==> config.mk <==
export PLATFORM = sky130hd
export DESIGN_NAME = sram_port_arbiter_flat
export DESIGN_NICKNAME = d
export VERILOG_FILES = /design/src/rtl/sram_port_arbiter_pkg.sv /design/src/rtl/sram_port_arbiter_if.sv /design/src/rtl/sram_rr_arbiter.sv /design/src/rtl/sram_port_arbiter.sv /design/src/flat_wrapper.sv
export SDC_FILE = /design/constraint.sdc
export NUM_CORES = 1
export LEC_CHECK = 0
export CORE_AREA = 3 3 93 95
export CTS_BUF_LIST = sky130_fd_sc_hd__clkbuf_8 sky130_fd_sc_hd__clkbuf_16
export CTS_CLUSTER_DIAMETER = 30
export DETAILED_ROUTE_END_ITERATION = 10
export DIE_AREA = 0 0 96 98
export PLACE_DENSITY = 0.76
export SLEW_MARGIN = 20
export SYNTH_ARGS = -nofsm -noshare
export SYNTH_HDL_FRONTEND = slang
export SYNTH_SLANG_ARGS = --single-unit
==> constraint.sdc <==
create_clock -name clk_i -period 1.79 [get_ports clk_i]
set_input_delay 0.358 -clock clk_i [delete_from_list [all_inputs] [get_ports clk_i]]
set_output_delay 0.358 -clock clk_i [all_outputs]
set_load 0.05 [all_outputs]
==> src/rtl/sram_port_arbiter_pkg.sv <==
// Shared types for the two-requester SRAM port arbiter: FSM states,
// requester count and the request bundle carried through the mux.
package sram_port_arbiter_pkg;

  localparam int NUM_REQ         = 2;
  localparam int SRAM_ADDR_WIDTH = 8;
  localparam int SRAM_DATA_WIDTH = 32;
  localparam int SRAM_NUM_WMASKS = SRAM_DATA_WIDTH / 8;

  localparam logic [0:0] ST_INIT = 1'b0;
  localparam logic [0:0] ST_RUN  = 1'b1;

  typedef enum logic [0:0] {
    INIT = ST_INIT,
    RUN  = ST_RUN
  } state_e;

  // Field widths follow the package defaults; the top's parameters track them.
  typedef struct packed {
    logic                       we;
    logic [SRAM_NUM_WMASKS-1:0] be;
    logic [SRAM_ADDR_WIDTH-1:0] addr;
    logic [SRAM_DATA_WIDTH-1:0] wdata;
  } req_t;

  function automatic logic [SRAM_NUM_WMASKS-1:0] lane_mask(input req_t r);
    return r.we ? r.be : '1;
  endfunction

endpackage

==> src/rtl/sram_port_arbiter_if.sv <==
// Requester-side bundle of the SRAM port arbiter: two request/response
// channels; master is the requester side, slave is the arbiter side.
interface sram_port_arbiter_if
  import sram_port_arbiter_pkg::*;
#(
  parameter int ADDR_WIDTH = SRAM_ADDR_WIDTH,
  parameter int DATA_WIDTH = SRAM_DATA_WIDTH,
  parameter int NUM_WMASKS = SRAM_NUM_WMASKS
);

  logic [NUM_REQ-1:0]                 req_i;
  logic [NUM_REQ-1:0]                 we_i;
  logic [NUM_REQ-1:0][NUM_WMASKS-1:0] be_i;
  logic [NUM_REQ-1:0][ADDR_WIDTH-1:0] addr_i;
  logic [NUM_REQ-1:0][DATA_WIDTH-1:0] wdata_i;
  logic [NUM_REQ-1:0]                 gnt_o;
  logic [NUM_REQ-1:0]                 rvalid_o;
  logic [NUM_REQ-1:0][DATA_WIDTH-1:0] rdata_o;

  modport master (
    output req_i, we_i, be_i, addr_i, wdata_i,
    input  gnt_o, rvalid_o, rdata_o
  );

  modport slave (
    input  req_i, we_i, be_i, addr_i, wdata_i,
    output gnt_o, rvalid_o, rdata_o
  );

endinterface

==> src/rtl/sram_rr_arbiter.sv <==
// Two-way grant logic for the shared SRAM port. Define SRAM_ARB_ROUND_ROBIN_EN
// for round-robin on ties; otherwise requester 0 always wins.
module sram_rr_arbiter
  import sram_port_arbiter_pkg::*;
(
  input  logic               clk,
  input  logic               rst,
  input  logic               en,
  input  logic [NUM_REQ-1:0] req,
  output logic [NUM_REQ-1:0] gnt
);

`ifdef SRAM_ARB_ROUND_ROBIN_EN
  logic ptr;  // requester that wins the next tie

  // NOTE: sequential state uses non-blocking assignments so every flop samples pre-edge values.
  always_ff @(posedge clk or posedge rst) begin
    if (rst)        ptr <= 1'b0;
    else if (|gnt)  ptr <= gnt[0];
  end

  // NOTE: outputs get a default first so no path through the block infers a latch.
  always_comb begin
    gnt = '0;
    if (en) begin
      if (&req) gnt[ptr] = 1'b1;
      else      gnt      = req;
    end
  end
`else
  logic unused_clk_rst;
  assign unused_clk_rst = clk ^ rst;

  always_comb begin
    gnt = '0;
    if (en) gnt = req[0] ? 2'b01 : req;
  end
`endif

endmodule

==> src/rtl/sram_port_arbiter.sv <==
// Shares one SRAM RW port between two requesters: zeroes the array after
// reset, then arbitrates (see SRAM_ARB_ROUND_ROBIN_EN) with 1-cycle reads.
module sram_port_arbiter
  import sram_port_arbiter_pkg::*;
#(
  parameter int ADDR_WIDTH = SRAM_ADDR_WIDTH,
  parameter int DATA_WIDTH = SRAM_DATA_WIDTH,
  parameter int NUM_WMASKS = SRAM_NUM_WMASKS
) (
  input  logic                  clk_i,
  input  logic                  rst_i,
  sram_port_arbiter_if.slave    bus,
  output logic                  init_done_o,
  output logic                  csb0_o,
  output logic                  web0_o,
  output logic [NUM_WMASKS-1:0] wmask0_o,
  output logic [ADDR_WIDTH-1:0] addr0_o,
  output logic [DATA_WIDTH-1:0] din0_o,
  input  logic [DATA_WIDTH-1:0] dout0_i
);

  localparam logic [ADDR_WIDTH:0] LAST_ADDR = {1'b0, {ADDR_WIDTH{1'b1}}};
  localparam logic [ADDR_WIDTH:0] CNT_ONE   = 1;

  state_e              state;
  logic [ADDR_WIDTH:0] init_cnt;
  logic [NUM_REQ-1:0]  gnt;
  logic [NUM_REQ-1:0]  rvalid_q;
  req_t                reqs [NUM_REQ];
  req_t                sel;

  for (genvar r = 0; r < NUM_REQ; r++) begin : g_req
    assign reqs[r] = '{we: bus.we_i[r], be: bus.be_i[r],
                       addr: bus.addr_i[r], wdata: bus.wdata_i[r]};
    assign bus.rdata_o[r] = rvalid_q[r] ? dout0_i : '0;
  end

  sram_rr_arbiter u_arb (
    .clk (clk_i),
    .rst (rst_i),
    .en  (state == RUN),
    .req (bus.req_i),
    .gnt (gnt)
  );

  assign bus.gnt_o    = gnt;
  assign bus.rvalid_o = rvalid_q;
  assign sel          = gnt[1] ? reqs[1] : reqs[0];
  assign init_done_o  = (state == RUN);

  always_ff @(posedge clk_i or posedge rst_i) begin
    if (rst_i) begin
      state    <= INIT;
      init_cnt <= '0;
    end else if (state == INIT) begin
      init_cnt <= init_cnt + CNT_ONE;
      if (init_cnt == LAST_ADDR) state <= RUN;
    end
  end

  // Read data appears on dout0_i the cycle after the access is accepted.
  always_ff @(posedge clk_i or posedge rst_i) begin
    if (rst_i) rvalid_q <= '0;
    else       rvalid_q <= gnt & bus.req_i & ~bus.we_i;
  end

  always_comb begin
    csb0_o   = 1'b1;
    web0_o   = 1'b1;
    wmask0_o = '0;
    addr0_o  = '0;
    din0_o   = '0;
    if (!rst_i) begin
      if (state == INIT) begin
        csb0_o   = 1'b0;
        web0_o   = 1'b0;
        wmask0_o = '1;
        addr0_o  = init_cnt[ADDR_WIDTH-1:0];
      end else if (|gnt) begin
        csb0_o   = 1'b0;
        web0_o   = ~sel.we;
        wmask0_o = lane_mask(sel);
        addr0_o  = sel.addr;
        din0_o   = sel.wdata;
      end
    end
  end

endmodule

==> src/flat_wrapper.sv <==
// flat-port wrapper written by rule: the top's interface ports become plain ports
module sram_port_arbiter_flat import sram_port_arbiter_pkg::*;
#(
  parameter int ADDR_WIDTH = SRAM_ADDR_WIDTH,
  parameter int DATA_WIDTH = SRAM_DATA_WIDTH,
  parameter int NUM_WMASKS = SRAM_NUM_WMASKS
)
  (clk_i, rst_i, init_done_o, csb0_o, web0_o, wmask0_o, addr0_o, din0_o, dout0_i, bus_req_i, bus_we_i, bus_be_i, bus_addr_i, bus_wdata_i, bus_gnt_o, bus_rvalid_o, bus_rdata_o);
  sram_port_arbiter_if #(.ADDR_WIDTH(ADDR_WIDTH), .DATA_WIDTH(DATA_WIDTH), .NUM_WMASKS(NUM_WMASKS)) bus_i ();
  input  logic clk_i;
  input  logic rst_i;
  output logic init_done_o;
  output logic csb0_o;
  output logic web0_o;
  output logic [NUM_WMASKS-1:0] wmask0_o;
  output logic [ADDR_WIDTH-1:0] addr0_o;
  output logic [DATA_WIDTH-1:0] din0_o;
  input  logic [DATA_WIDTH-1:0] dout0_i;
  input wire logic [$bits(bus_i.req_i)-1:0] bus_req_i;
  input wire logic [$bits(bus_i.we_i)-1:0] bus_we_i;
  input wire logic [$bits(bus_i.be_i)-1:0] bus_be_i;
  input wire logic [$bits(bus_i.addr_i)-1:0] bus_addr_i;
  input wire logic [$bits(bus_i.wdata_i)-1:0] bus_wdata_i;
  output wire logic [$bits(bus_i.gnt_o)-1:0] bus_gnt_o;
  output wire logic [$bits(bus_i.rvalid_o)-1:0] bus_rvalid_o;
  output wire logic [$bits(bus_i.rdata_o)-1:0] bus_rdata_o;
  assign bus_i.req_i = bus_req_i;
  assign bus_i.we_i = bus_we_i;
  assign bus_i.be_i = bus_be_i;
  assign bus_i.addr_i = bus_addr_i;
  assign bus_i.wdata_i = bus_wdata_i;
  assign bus_gnt_o = bus_i.gnt_o;
  assign bus_rvalid_o = bus_i.rvalid_o;
  assign bus_rdata_o = bus_i.rdata_o;
  sram_port_arbiter #(.ADDR_WIDTH(ADDR_WIDTH), .DATA_WIDTH(DATA_WIDTH), .NUM_WMASKS(NUM_WMASKS)) u_core (.clk_i(clk_i), .rst_i(rst_i), .bus(bus_i), .init_done_o(init_done_o), .csb0_o(csb0_o), .web0_o(web0_o), .wmask0_o(wmask0_o), .addr0_o(addr0_o), .din0_o(din0_o), .dout0_i(dout0_i));
endmodule
==> results of run 1 <==
[layer usage]
layer	track usage [%]	part of all wire (%)	vias up
met5	0	0	-
met4	9.519	3.6	0
met3	6.703	9.1	32
met2	51.30	56	183
met1	26.23	32	1417
li1	-	-	1377
[sequential cells by signal, indices dropped and copies added (netlist names)]
signal / cells
u_core.init_done_o: 1
u_core.init_cnt: 9
u_core.bus.rvalid_o: 2
[cell type report]
cell class	count	area, µm²
Clock buffer	4	55.05
Fill cell	380	1391
Inverter	3	27.53
Multi-Input combinational cell	227	1949
Sequential cell	12	301.5
Tap cell	102	127.6
Timing Repair Buffer	274	3955
[logic make-up after synthesis]
kind of cell | synth area share, %
buf+inv | 8.393
xor+xnor | 3.515
fa+ha+maj | 1.434
compound gates | 19.73
mux | 1.219
flops | 17.22
simple gates | 48.49
[per-stage QoR]
stage / power (µW) / hold WS (ps) / setup WS [ps]
after global routing: 1134 / 415.0 / -155.2
after global placement: 746.7 / 494.3 / -401.1
after detailed placement: 759.2 / 510.9 / -475.2
after CTS: 1071 / 378.2 / -135.0
final: 1091 / 402.4 / -116.6
after floorplan: 407.9 / 356.4 / -54.03
[path summary, 6_finish.rpt]
check | to | startpoint
worst max-delay path | din0_o[24] | u_core.init_done_o$_DFF_PP0_
worst min-delay path | u_core.init_cnt[0]$_DFFE_PP0N_ | rst_i
worst max register to register | u_core.init_cnt[8]$_DFFE_PP0N_ | u_core.init_cnt[0]$_DFFE_PP0N_
worst min register to register | u_core.init_cnt[6]$_DFFE_PP0N_ | u_core.init_cnt[6]$_DFFE_PP0N_
max in group asynchronous | u_core.init_done_o$_DFF_PP0_ | rst_i
min in group clk_i | u_core.init_cnt[6]$_DFFE_PP0N_ | u_core.init_cnt[6]$_DFFE_PP0N_
[what timing repair did]
action | CTS | global route
gates cloned | 4 | 1
hold buffers | 0 | 0
setup endpoints to repair | 47 | 46
endpoints found under the hold margin | 0 | 0
resized for setup | 60 | 28
pin swaps | 22 | 31
buffers inserted | 12 | 0
[worst max-delay path: cells and delay by family, from the launching register on]
kind / cells / cell delay [ps]
simple gates: 2 / 260
flops: 1 / 430
compound gates: 1 / 170
buf+inv: 3 / 450
[placed cells by master (no fill, tap or decap), drive strengths merged]
cell type	netlist	routed
a211oi	7	7
a21o	2	2
a21oi	32	32
a22oi	8	8
and2	65	65
and2b	1	1
and3	1	1
buf	10	150
clkbuf	11	5
clkdlybuf4s50	0	120
clkinv	1	1
clkinvlp	0	1
dfrtp	12	12
dlygate4sd2	0	3
ha	2	2
inv	2	1
mux2	1	1
mux2i	1	1
nand2	66	66
nand2b	1	1
nand3	1	1
nand3b	2	2
nand4	1	1
nand4b	4	4
nor2	16	16
nor2b	1	1
nor3	1	1
nor3b	1	1
o22ai	1	1
o32ai	4	4
or2	1	1
xnor2	5	5
xor2	2	2
[power groups by stage]
stage	combinational, µW	clock, µW	sequential [µW]
finish	526	294	271
global route	552	311	271
CTS	502	297	271
detailed placement	483	0	276
global placement	471	0	276
floorplan	132	0	276
==> flow_summary.rst, run 1 <==
.. list-table::
   :header-rows: 1

   * - Metric
     - Value
   * - Clk sink count
     - 12
   * - Number of max-cap violations
     - 0
   * - Proportion of total power due to net switching
     - 27.64%
   * - Tcrit/Tclk final
     - 106.5%
   * - Max Slew Vio Count
     - 0
   * - Pin slew with the least headroom to its limit
     - 361.2 ps
   * - ANT cells
     - 0
   * - Slew Limit Headroom
     - 75.92%
   * - Hold Violations, Final
     - 0
   * - Share of synthesized area occupied by flip-flops and latches
     - 17.22%
   * - Number of primary I/O pins
     - 241
   * - Overall global routing resource usage
     - 26.52%
   * - Standard cell core area
     - 7807 µm²
   * - Cell area reported after detailed placement
     - 5969 µm²
   * - Detail-routed via count per cell
     - 4.838
   * - Average size of a mapped cell
     - 6.632 µm²
   * - Max FO, Critical Path
     - 8
   * - Clock network fraction of total power
     - 26.9%
   * - Buffer levels on the longest clock path
     - 2
   * - Height of the die
     - 98 µm
   * - Setup Crit Path Kind
     - flip-flop to output port
   * - Largest net degree at the start of global routing
     - 34
   * - Most common library cells after synthesis
     - 66 x sky130_fd_sc_hd__nand2_1, 65 x sky130_fd_sc_hd__and2_1, 32 x sky130_fd_sc_hd__a21oi_1, 16 x sky130_fd_sc_hd__nor2_1, 12 x sky130_fd_sc_hd__dfrtp_1
   * - CTS clock-pin slew for the worst setup and hold paths
     - 50 ps
   * - DRT antenna net count
     - 0
   * - Violated checks
     - setup timing
   * - Number of nets produced by synthesis
     - 391
   * - Warnings from Yosys
     - 0
   * - Overall die area
     - 9408 µm²
   * - Top post-synthesis cells by area
     - sky130_fd_sc_hd__and2_1 23%, sky130_fd_sc_hd__dfrtp_1 17%, sky130_fd_sc_hd__nand2_1 14%
   * - Count of cells along the worst register-to-register path
     - 5
   * - Routed Wire Length
     - 13.09 mm
   * - Detailed-route wire length per cell
     - 21.05 µm
   * - Result of the run
     - finished, violations left
   * - Share of post-route cells with drive strength above 1
     - 47.88%
   * - Cell taking the most area after synthesis
     - sky130_fd_sc_hd__and2_1
   * - Clock network latency to the later pin of the worst-skew pair
     - 240 ps
   * - Root buffer cell
     - sky130_fd_sc_hd__clkbuf_8
   * - Min-Delay Path Class
     - primary input to async pin
   * - Slack of the worst reg-to-reg path
     - 330 ps
   * - Global-route wire length before repair
     - 19.23 mm
   * - Number of flops mapped to enable cells by yosys
     - 0
   * - Post-route DRC violation count
     - 0
   * - Data arrival time at the worst-slack endpoint
     - 1550 ps
   * - Design area
     - 6416 µm²
   * - Required time at the worst-slack endpoint
     - 1430 ps
   * - Final setup violation count
     - 44
   * - Floorplan die width
     - 96 µm
   * - Power per unit of standard cell area
     - 170.1 nW/µm²
   * - Total Negative Setup Slacks
     - -3095 ps
   * - Vias in the first global route
     - 3411
   * - Seq pwr share
     - 24.9%
   * - Fraction of post-synthesis cell area in the top cell type by area
     - 23.31%
   * - Tmin final
     - 1907 ps
   * - Overflow left after global routing
     - 0
   * - Iteration-0 DRC Markers
     - 49
   * - Timing-limited maximum frequency
     - 524.5 MHz
   * - Number of cell rows
     - 32
   * - Slowest stage delay, CP
     - 430 ps
   * - Synth cell types
     - 33
   * - Combinational group share of total power
     - 48.2%
   * - First-pass detailed-route iteration total
     - 4
   * - Core Util, Final
     - 82.18%
   * - Setup repair after global routing missed its margin
     - yes
   * - CTS buffer count
     - 3
   * - P_leak
     - 0.002537 µW
   * - Antenna violations before repair
     - 0
   * - Maximum vdd drop
     - 0.0002571 V
   * - Post-Synthesis Cells
     - 263
   * - Count leader, synth
     - sky130_fd_sc_hd__nand2_1
   * - Netlist Area Pre-Place
     - 1744 µm²
   * - Proportion of synthesized flip-flops having asynchronous set or reset
     - 100.0%
   * - Int Pwr
     - 789.7 µW
   * - Fin worst setup slack
     - -116.6 ps
   * - Cells along the critical path
     - nand3b_4 -> clkinv_8 -> clkbuf_16 -> nand2_1 -> a21oi_4 -> buf_12
   * - Seq cells post-synth
     - 12
   * - Via count of the routed design
     - 3009
   * - Post-DP HPWL
     - 9.665 mm
   * - Count of buffers inserted at the top-level ports
     - 240
   * - TritonCTS clock tree
     - yes
   * - Net switching component of the power
     - 301.7 µW
   * - Non-filler instance count after layout
     - 622
   * - Number of H-tree branching levels
     - 1
   * - CP endpoint kind
     - output port
   * - Kind of start point of the critical path
     - flip-flop
   * - Global placer's final weighted congestion
     - 0.8040
   * - Synth-to-Final Area Change
     - 267.9%
   * - Setup Skew
     - 0.6014 ps
   * - Initial core utilization
     - 22.34%
   * - Number of placed instances with taps included
     - 607
   * - NumNets Final
     - 649
   * - Worst-path cell with the longest stage delay
     - sky130_fd_sc_hd__dfrtp_2
   * - Dominant register cell in the synthesized netlist
     - sky130_fd_sc_hd__dfrtp_1
Power figures use the tool's default switching activity.
==> run 2: changes to the inputs <==
==> constraint.sdc (replaced) <==
create_clock -name clk_i -period 1.9 [get_ports clk_i]
set_input_delay 0.38 -clock clk_i [delete_from_list [all_inputs] [get_ports clk_i]]
set_output_delay 0.38 -clock clk_i [all_outputs]
set_load 0.05 [all_outputs]
==> flow_summary.rst, run 2 (synthesis results as in run 1) <==
.. list-table::
   :header-rows: 1

   * - Metric
     - Value
   * - Result of the run
     - finished, violations left
   * - Violated checks
     - setup timing
   * - Number of H-tree branching levels
     - 1
   * - Standard cell core area
     - 7807 µm²
   * - Buffer levels on the longest clock path
     - 2
   * - Via count of the routed design
     - 3043
   * - Proportion of total power due to net switching
     - 28.33%
   * - Multi-input combinational cell area
     - 1937 µm²
   * - Clk sink count
     - 12
   * - Root buffer cell
     - sky130_fd_sc_hd__clkbuf_8
   * - Synth-to-Final Area Change
     - 268.2%
   * - Max FO, Critical Path
     - 6
   * - Maximum vdd drop
     - 0.0001977 V
   * - Max Slew Vio Count
     - 0
   * - Slack of the worst reg-to-reg path
     - 320 ps
   * - Most common cell after layout, fill and taps aside
     - sky130_fd_sc_hd__clkdlybuf4s50_1
   * - Int Pwr
     - 751.1 µW
   * - Vias in the first global route
     - 3138
   * - Fin worst setup slack
     - -44.81 ps
   * - Post-route DRC violation count
     - 0
   * - Required time at the worst-slack endpoint
     - 1520 ps
   * - Final Total Pwr
     - 1048 µW
   * - Antenna violations before repair
     - 0
   * - First-pass detailed-route iteration total
     - 4
   * - Combinational group share of total power
     - 48.1%
   * - CTS buffer count
     - 3
   * - DRT antenna net count
     - 0
   * - Clock network latency to the later pin of the worst-skew pair
     - 250 ps
   * - Height of the die
     - 98 µm
   * - Sequential cell area
     - 301.5 µm²
   * - Non-filler instance count after layout
     - 625
   * - Max reg flops
     - 9
   * - P_leak
     - 0.002611 µW
   * - NumNets Final
     - 652
   * - Count of buffers inserted at the top-level ports
     - 240
   * - Design area
     - 6422 µm²
   * - Overflow left after global routing
     - 0
   * - Power per unit of standard cell area
     - 163.2 nW/µm²
   * - Cell area reported after detailed placement
     - 5799 µm²
   * - Net switching component of the power
     - 296.8 µW
   * - Slew Limit Headroom
     - 75.69%
   * - Detailed-route wire length per cell
     - 19.51 µm
   * - Overall die area
     - 9408 µm²
   * - Global placer's final weighted congestion
     - 0.7857
   * - Initial core utilization
     - 22.34%
   * - ANT cells
     - 0
   * - Min-Delay Path Class
     - primary input to async pin
   * - Final setup violation count
     - 18
   * - Setup Crit Path Kind
     - flip-flop to output port
   * - Overall global routing resource usage
     - 22.68%
   * - Number of max-cap violations
     - 0
   * - Largest net degree at the start of global routing
     - 34
   * - Number of placed instances with taps included
     - 608
   * - Global-route wire length before repair
     - 16.77 mm
   * - Most flop-heavy register
     - u_core.init_cnt
   * - Reg2reg end
     - u_core.init_cnt[7]$_DFFE_PP0N_
   * - TritonCTS clock tree
     - yes
   * - Reg-to-reg startpoint
     - u_core.init_done_o$_DFF_PP0_
   * - Clock network fraction of total power
     - 27.5%
   * - CTS clock-pin slew for the worst setup and hold paths
     - 60 ps
   * - Pin slew with the least headroom to its limit
     - 364.6 ps
   * - Filler Cells Inserted
     - 408
   * - Tmin final
     - 1945 ps
   * - Setup Skew
     - 5.908 ps
   * - Number of cell rows
     - 32
   * - Number of primary I/O pins
     - 241
   * - Tcrit/Tclk final
     - 102.4%
   * - Share of post-route cells with drive strength above 1
     - 47.80%
   * - Highest-count cells in the layout ignoring fill and taps
     - 120 x sky130_fd_sc_hd__clkdlybuf4s50_1, 110 x sky130_fd_sc_hd__buf_12, 65 x sky130_fd_sc_hd__and2_1, 33 x sky130_fd_sc_hd__nand2_1, 21 x sky130_fd_sc_hd__a21oi_4
   * - Post-DP HPWL
     - 8.722 mm
   * - Core Util, Final
     - 82.26%
   * - Routed Wire Length
     - 12.19 mm
   * - Timing-limited maximum frequency
     - 514.2 MHz
   * - Seq pwr share
     - 24.4%
   * - Floorplan die width
     - 96 µm
   * - Detail-routed via count per cell
     - 4.869
   * - Setup repair after global routing missed its margin
     - yes
   * - Iteration-0 DRC Markers
     - 67
   * - Count of cells along the worst register-to-register path
     - 5
   * - Kind of start point of the critical path
     - flip-flop
   * - CP endpoint kind
     - output port
   * - Data arrival time at the worst-slack endpoint
     - 1560 ps
   * - Worst Hold Margin
     - 274.4 ps
   * - Hold Violations, Final
     - 0
==> run 2: cell count changes in the layout (fill, tap and decap cells not counted), moves of 3 or more <==
cell                      delta
sky130_fd_sc_hd__nor2_4      +4
sky130_fd_sc_hd__nand2_2     -8
sky130_fd_sc_hd__buf_6       +5
sky130_fd_sc_hd__buf_16      +3
sky130_fd_sc_hd__nor2_2      -4
sky130_fd_sc_hd__buf_12     -10
sky130_fd_sc_hd__nand2_4     +6
sky130_fd_sc_hd__a21oi_2    +10
sky130_fd_sc_hd__a21oi_4    -10
==> run 2: worst max-delay path by stage <==
stage                                  from           to  depth (start not counted)
2_1_floorplan                         rst_i   din0_o[10]                          5
3_3_place_gp                   bus_req_i[0]  wmask0_o[1]                          6
3_5_place_dp                   bus_req_i[0]   addr0_o[7]                          5
4_1_cts        u_core.init_done_o$_DFF_PP0_  wmask0_o[1]                          5
5_1_grt        u_core.init_done_o$_DFF_PP0_    din0_o[2]                          7
6_report       u_core.init_done_o$_DFF_PP0_  wmask0_o[0]                          6
==> run 2: metrics by stage <==
stage                     TNS, ps  setup slack, ps
after floorplan             -1441           -81.89
after global placement     -14690           -384.4
after CTS                  -303.9           -32.53
after global routing        -1799           -72.73
final                      -194.2           -44.81
after detailed placement   -17510           -474.6
==> run 2: timing repair <==
action	in CTS	in global routing
setup buffers	7	3
cloned	6	2
hold buffers	0	0
endpoints found under the setup margin	47	44
pin swaps	24	29
resized for setup	52	51
==> run 2: per-layer routing <==
metal | wire, µm | track usage, % | part of all wire [%] | vias to the layer above
li1 | - | - | - | 1385
met1 | 4009 | 23.50 | 33 | 1424
met2 | 6638 | 43.49 | 54 | 208
met3 | 1226 | 5.085 | 10 | 26
met4 | 316 | 7.330 | 2.6 | 0
met5 | 0 | 0 | 0 | -
==> run 2: power groups by stage <==
stage,Clock (µW),Sequential (µW),Combinational [µW]
CTS,286,256,470
detailed placement,0,260,461
floorplan,0,260,121
global route,299,256,529
finish,288,256,504
global placement,0,260,449
==> run 2: critical path: stages, from the launching register on <==
cell and delay, ps:
sky130_fd_sc_hd__dfrtp_2 450, sky130_fd_sc_hd__buf_6 160, sky130_fd_sc_hd__nand4b_1 120, sky130_fd_sc_hd__buf_6 160, sky130_fd_sc_hd__o32ai_4 100, sky130_fd_sc_hd__nor2_4 170
sky130_fd_sc_hd__buf_12 150
==> run 2: area by class of cell <==
type	count	area share (%)
multi-input cells	227	30.16
clock buffers	4	0.8572
flip-flops and latches	12	4.695
inverters	3	0.3117
repair buffers	277	61.99
well taps	102	1.987
